==> config.mk <==
export PLATFORM = sky130hd
export DESIGN_NAME = hazard_controller
export DESIGN_NICKNAME = d
export VERILOG_FILES = /design/src/rtl/hazard_controller.sv
export SDC_FILE = /design/constraint.sdc
export NUM_CORES = 1
export LEC_CHECK = 0
export ABC_AREA = 1
export CAP_MARGIN = 25
export CORE_MARGIN = 1.5
export CORE_UTILIZATION = 30
export DETAILED_ROUTE_END_ITERATION = 10
export PLACE_DENSITY = 0.53
export SYNTH_ARGS = -nofsm -noshare
export SYNTH_HDL_FRONTEND = slang
export SYNTH_SLANG_ARGS = --single-unit
export TNS_END_PERCENT = 30
==> constraint.sdc <==
create_clock -name clk -period 2.1 [get_ports clk]
set_input_delay 0.315 -clock clk [delete_from_list [all_inputs] [get_ports clk]]
set_output_delay 0.315 -clock clk [all_outputs]
set_load 0.03 [all_outputs]
==> src/rtl/hazard_controller.sv <==
// Pipeline hazard controller: load-use bubbles, branch redirects and data-memory waits,
// with a sticky memory-timeout flag and saturating stall/flush performance counters.
module hazard_controller #(
    parameter int unsigned TIMEOUT_CYCLES = 255,
    parameter int unsigned CNT_W          = 16
) (
    input  logic             clk,
    input  logic             reset,
    input  logic [4:0]       Rs1D,
    input  logic [4:0]       Rs2D,
    input  logic [4:0]       RdE,
    input  logic             MemReadE,
    input  logic             PCSrcE,
    input  logic             MemReqM,
    input  logic             DmemReadyM,
    output logic             StallF,
    output logic             StallD,
    output logic             StallE,
    output logic             StallM,
    output logic             FlushD,
    output logic             FlushE,
    output logic             FlushW,
    output logic             MemTimeout,
    output logic [CNT_W-1:0] StallCount,
    output logic [CNT_W-1:0] FlushCount
);

    localparam int unsigned WAIT_W = 8;

    typedef enum logic [1:0] {
        RUN   = 2'd0,
        LU    = 2'd1,
        MWAIT = 2'd2
    } state_e;

    state_e             state_q, state_d;
    logic [WAIT_W-1:0]  wait_q, wait_d, wait_inc;
    logic               timeout_q, timeout_d;
    logic [CNT_W-1:0]   stall_cnt_q, stall_cnt_d;
    logic [CNT_W-1:0]   flush_cnt_q, flush_cnt_d;
    logic               load_use, mem_busy, redirect;

    assign load_use = MemReadE && (RdE != 5'd0) && ((RdE == Rs1D) || (RdE == Rs2D));
    assign mem_busy = MemReqM && !DmemReadyM;

    // Next state and same-cycle stall/flush controls, priority MemBusy > PCSrcE > LoadUse.
    always_comb begin
        state_d  = RUN;
        StallF   = 1'b0;
        StallD   = 1'b0;
        StallE   = 1'b0;
        StallM   = 1'b0;
        FlushD   = 1'b0;
        FlushE   = 1'b0;
        FlushW   = 1'b0;
        redirect = 1'b0;
        if (reset) begin
            FlushD = 1'b1;
            FlushE = 1'b1;
            FlushW = 1'b1;
        end else if (mem_busy) begin
            // StallE also parks any pending redirect until memory releases.
            StallF  = 1'b1;
            StallD  = 1'b1;
            StallE  = 1'b1;
            StallM  = 1'b1;
            FlushW  = 1'b1;
            state_d = MWAIT;
        end else if (PCSrcE) begin
            FlushD   = 1'b1;
            FlushE   = 1'b1;
            redirect = 1'b1;
        end else if (load_use && (state_q != LU)) begin
            StallF  = 1'b1;
            StallD  = 1'b1;
            FlushE  = 1'b1;
            state_d = LU;
        end
    end

    // Consecutive memory-busy cycle count and sticky timeout.
    always_comb begin
        wait_inc  = (wait_q == '1) ? wait_q : wait_q + WAIT_W'(1);
        wait_d    = mem_busy ? wait_inc : '0;
        timeout_d = timeout_q || (mem_busy && (wait_inc == WAIT_W'(TIMEOUT_CYCLES)));
    end

    // Saturating performance counters.
    always_comb begin
        stall_cnt_d = stall_cnt_q;
        flush_cnt_d = flush_cnt_q;
        if (StallF && (stall_cnt_q != '1)) begin
            stall_cnt_d = stall_cnt_q + CNT_W'(1);
        end
        if (redirect && (flush_cnt_q != '1)) begin
            flush_cnt_d = flush_cnt_q + CNT_W'(1);
        end
    end

    always_ff @(posedge clk) begin
        if (reset) begin
            state_q     <= RUN;
            wait_q      <= '0;
            timeout_q   <= 1'b0;
            stall_cnt_q <= '0;
            flush_cnt_q <= '0;
        end else begin
            state_q     <= state_d;
            wait_q      <= wait_d;
            timeout_q   <= timeout_d;
            stall_cnt_q <= stall_cnt_d;
            flush_cnt_q <= flush_cnt_d;
        end
    end

    assign MemTimeout = timeout_q;
    assign StallCount = stall_cnt_q;
    assign FlushCount = flush_cnt_q;

endmodule

# Yosys cells after proc, flatten, opt, wreduce, memory -nomap -nowiden
# Cells that the tools add are included.
dict set report classes {
  shift 0
  n_div 0
  bitwise 1
  eq_ne 7
  magnitude_cmp 0
  mul 0
  n_addsub 3
  mux 18
  reduce_logical 13
}
# cell n
set op_table {}
lappend op_table {{16-bit by 1-bit adder with 16-bit output (second input constant)} 2}
lappend op_table {{16-bit inequality test (second input constant)} 2}
lappend op_table {{8-bit equality test (second input constant)} 2}
lappend op_table {{1-bit 2-to-1 mux} 16}
lappend op_table {{5-bit equality test} 2}
lappend op_table {{8-bit by 1-bit adder with 8-bit output (second input constant)} 1}
lappend op_table {{8-bit 2-to-1 mux} 1}
lappend op_table {{1-bit logical AND} 7}
lappend op_table {{5-bit nonzero test} 1}
lappend op_table {{3-bit OR reduction} 1}
lappend op_table {{1-bit logical OR} 2}
lappend op_table {{2-bit 2-to-1 mux} 1}
lappend op_table {{2-bit by 1-bit inequality test with 1-bit output (second input constant)} 1}
lappend op_table {{2-bit OR reduction} 1}
lappend op_table {{1-bit logical NOT} 1}
lappend op_table {{1-bit NOT} 1}
dict set report word_totals {
  rom_bits 0
  out_inout_bits 40
  n_memories 0
  latch_bits 0
  wordCells 48
  register_bits 43
  ramBits 0
}

# Longest topological paths before layout
dict set report depth {
  depth_word 9
  mapped_depth 12
  depth_no_buf 11
}

# Worst setup path before layout
# No wires, ideal clock.
dict set report synth_timing {
  kind {input-to-output}
  start {input port MemReqM}
  end {output port StallF}
  path_stages 9
  t_arrival_ps 1766
  path_slack_ps 19
  n_path_buf 3
  path_cell_list {inv_2 -> nor2_1 -> inv_1 -> nor2_2 -> inv_2 -> nand2_1 -> buf_4 -> buf_4 -> buf_4}
}
dict set report synth_via {
  elab_chain_cells 3
}
# element line_no
set synth_lines {}
lappend synth_lines {{start: declaration} 14} ;# input logic MemReqM,
lappend synth_lines {{1-bit logical AND} 44} ;# assign mem_busy = MemReqM && !DmemReadyM;
lappend synth_lines {{1-bit 2-to-1 mux (2 in a row)} -}
lappend synth_lines {{end: declaration} 16} ;# output logic StallF,
# Every way passes these cells.

# Worst setup path after layout
dict set report layout_timing {
  start {input port Rs2D[2]}
  end {output port StallF}
}
dict set report layout_via {
  elab_chain_cells 8
}
# element line_no
set layout_lines {}
lappend layout_lines {{start: declaration} 10} ;# input logic [4:0] Rs2D,
lappend layout_lines {{5-bit equality test} 43} ;# assign load_use = MemReadE && (RdE != 5'd0) && ((RdE == Rs1D) || (RdE == Rs2D));
lappend layout_lines {{1-bit logical OR} 43}
lappend layout_lines {{1-bit logical AND} 43}
lappend layout_lines {{1-bit logical AND} 73} ;# end else if (load_use && (state_q != LU)) begin
lappend layout_lines {{1-bit 2-to-1 mux} 73}
lappend layout_lines {{1-bit 2-to-1 mux} 69} ;# end else if (PCSrcE) begin
lappend layout_lines {{1-bit 2-to-1 mux} 61} ;# end else if (mem_busy) begin
lappend layout_lines {{1-bit 2-to-1 mux} 57} ;# if (reset) begin
# Every way passes these cells.

==> results_dict.tcl <==
set metrics [dict create \
    status "finished clean" \
    crit_fanout 7 \
    pwr_density_cell_nw_per_um2 476 \
    most-common-layout-cells "nand2_1 (105), nor2_1 (48), clkdlybuf4s50_1 (47), dfxtp_1 (43), inv_1 (42)" \
    die_y_um 94.9 \
    nNetsFinal 494 \
    grt_pass1_wl_um 11000 \
    required_ns 1.78 \
    synth-xor-area-share_pct 7.95 \
    fin_area_um2 3500 \
    worst_pin_slew_ns 0.408 \
    io_buffers 60 \
    vias 2649 \
    syn-num-nets 417 \
    grt_setup_unrepaired "false" \
    drtIter0Drc 100 \
    ys_seq_elements 43 \
    antenna_found_initial 0 \
    yosysWarnings 0 \
    layout_min_cycle_time_ns 1.97 \
    crit_type "in -> out" \
    use_met3_pct 3.78 \
    critPathMaxStageDelay_ns 0.49 \
    wire_per_inst_um 11.6 \
    synth_top_family_by_area "simple AND/OR/NAND/NOR gates" \
    start_util_pct 30.9 \
    drcViolationCount 0 \
    crit_chain "clkdlybuf4s50_1 > inv_1 > nand2_1 > nand2_1 > nor2_1 > nand3_1 > nand2_2 > nand3_2 > nand2_2 > buf_12 > buf_6" \
    met1_usage_pct 20.1 \
    max_freq_mhz 506 \
    grt.busiest_layer "met2" \
    cts_max_path_buffers 2 \
    tns_ns 0 \
    die_area_um2 9010 \
    hold_viol_final 0 \
    period_share_pct 94.0 \
    core-area_um2 8220 \
    rows 33 \
    n_antenna_cell 0 \
    layout-drive-gt1-share_pct 11.3 \
    finalSetupViolCount 0 \
    cp-end-kind "primary output" \
    synth_fa_ha_area_share_pct 1.48 \
    insertion_delay_ns 0.30 \
    yosysUniqueCellTypes 26 \
    cp_slowest_cell "clkdlybuf4s50_1" \
    crit_arrival_ns 1.66 \
    ant_nets 0 \
    drt_wl_total_um 6660 \
    die-width_um 94.9 \
    leakage_nw 1.45 \
    viasPerCell 4.61 \
    cts_root_buffer "clkbuf_8" \
    synthSimpleGateAreaFrac_pct 37.2 \
    gp_congestion 0.814 \
    relSlewSlack_pct 72.7 \
    grt_usage_pct 15.4 \
    maxSlewViolCount 0 \
    cts.sinks 43 \
    start_kind "input port" \
    skew_ns 0.00665 \
    hold_ws_ns 0.474 \
    maxCapViolations 0 \
    syn_area_um2 2530 \
    grt_max_degree 23 \
    synth_compound_area_share_pct 9.23 \
    htree_levels 2 \
    dp_hpwl_um 5000 \
    synth_area_per_cell_um2 6.45 \
    ctsHoldBuffers 0 \
    layout_commonest_cell "nand2_1" \
    ys_seq_area_share_pct 34.0 \
    grt_pass1_vias 2447 \
    gr-total-overflow 0 \
    synth.area.mux_share_pct 0 \
    cts_buffers 5 \
    dr.pass1.iters 4 \
    grtUsageMet2_pct 25.4 \
    tritoncts "built" \
    ios 61 \
    area_delta_synth_final_pct 38.1 \
    hold_path.class "reg -> reg" \
    dpl_cell_area_um2 3310 \
    synthCells 393 \
    vdd_drop_max_uv 297 \
    clk_pin_slew_ns 0.08 \
]
## kinds of logic (layout without fill, tap and decap cells)
| family | after synthesis | after routing |
|---|---|---|
| buffers and inverters | 62 | 139 |
| AO/OA/AOI/OAI | 46 | 46 |
| XOR/XNOR | 23 | 23 |
| flip-flops | 43 | 43 |
| AND/OR/NAND/NOR | 216 | 216 |
| adder cells (fa/ha/maj) | 3 | 3 |
## repair_timing
| action | in CTS | in global routing |
|---|---|---|
| buffers inserted | 0 | 6 |
| resized for setup | 0 | 12 |
| endpoints found under the setup margin | 0 | 16 |
## registers in the layout, indices dropped and copies added, names as in the netlist
register,flops
FlushCount,16
StallCount,16
state_q,2
wait_q,8
MemTimeout,1
## critical path, delay by kind of cell
kind | cells | cell delay, ns
buffers and inverters | 4 | 0.79
AND/OR/NAND/NOR | 7 | 0.55
## path summary, 6_finish.rpt
kind	startpoint	endpoint	slack, ns	cells after the start
max reg2reg	StallCount[0]	StallCount[7]	0.18	9
min	MemTimeout	MemTimeout	0.47	2
min reg2reg	MemTimeout	MemTimeout	0.47	2
max	Rs2D[2]	StallF	0.13	11
## cell usage after synthesis (all sizes together)
| cell | number | area share [%] |
|---|---|---|
| nand3b | 3 | 0.89 |
| clkbuf | 4 | 0.59 |
| nor3 | 9 | 2.2 |
| nand4 | 5 | 1.2 |
| dfxtp | 43 | 34 |
| a21boi | 1 | 0.30 |
| ha | 3 | 1.5 |
| xor2 | 13 | 4.5 |
| o21ai | 9 | 1.8 |
| nor2 | 49 | 7.4 |
| nand2 | 111 | 17 |
| nor3b | 1 | 0.74 |
| buf | 8 | 2.2 |
| inv | 50 | 7.4 |
| a21oi | 35 | 6.9 |
| xnor2 | 10 | 3.5 |
| a31oi | 1 | 0.25 |
| nand3 | 38 | 7.5 |
## power breakdown
part	internal, mW	total [mW]	switching [mW]
logic	0.0880	0.196	0.108
registers	0.820	0.824	0.00453
clock network	0.349	0.646	0.297
total	1.26	1.67	0.409
## stage by stage
step / worst slack (ns) / power, mW / std cells / util, %
finish: 0.125 / 1.67 / 575 / 42.6
detailed placement: 0.0122 / 1.04 / 562 / 40.3
global route: 0.0101 / 1.73 / 575 / 42.6
CTS: 0.00810 / 1.69 / 569 / 41.5
global placement: 0.0367 / 1.04 / 562 / 40.3
floorplan: 0.0190 / 0.945 / 393 / -
## cell type report
| type | count | area, um2 |
|---|---|---|
| Clock buffer | 6 | 72.6 |
| Inverter | 50 | 188 |
| Fill cell | 867 | 4720 |
| Sequential cell | 43 | 861 |
| Clock inverter | 1 | 30.0 |
| Tap cell | 105 | 131 |
| Timing Repair Buffer | 82 | 783 |
| Multi-Input combinational cell | 288 | 1430 |
## metal layers
layer  wire length (um)  up-vias  part of all wire (%)
met3                327        6                   4.9
met1               3330     1200                    50
met5                  0        -                     0
met2               2940       51                    44
met4                 66        0                  0.99
li1                   -     1392                     -
Power figures use the tool's default switching activity.
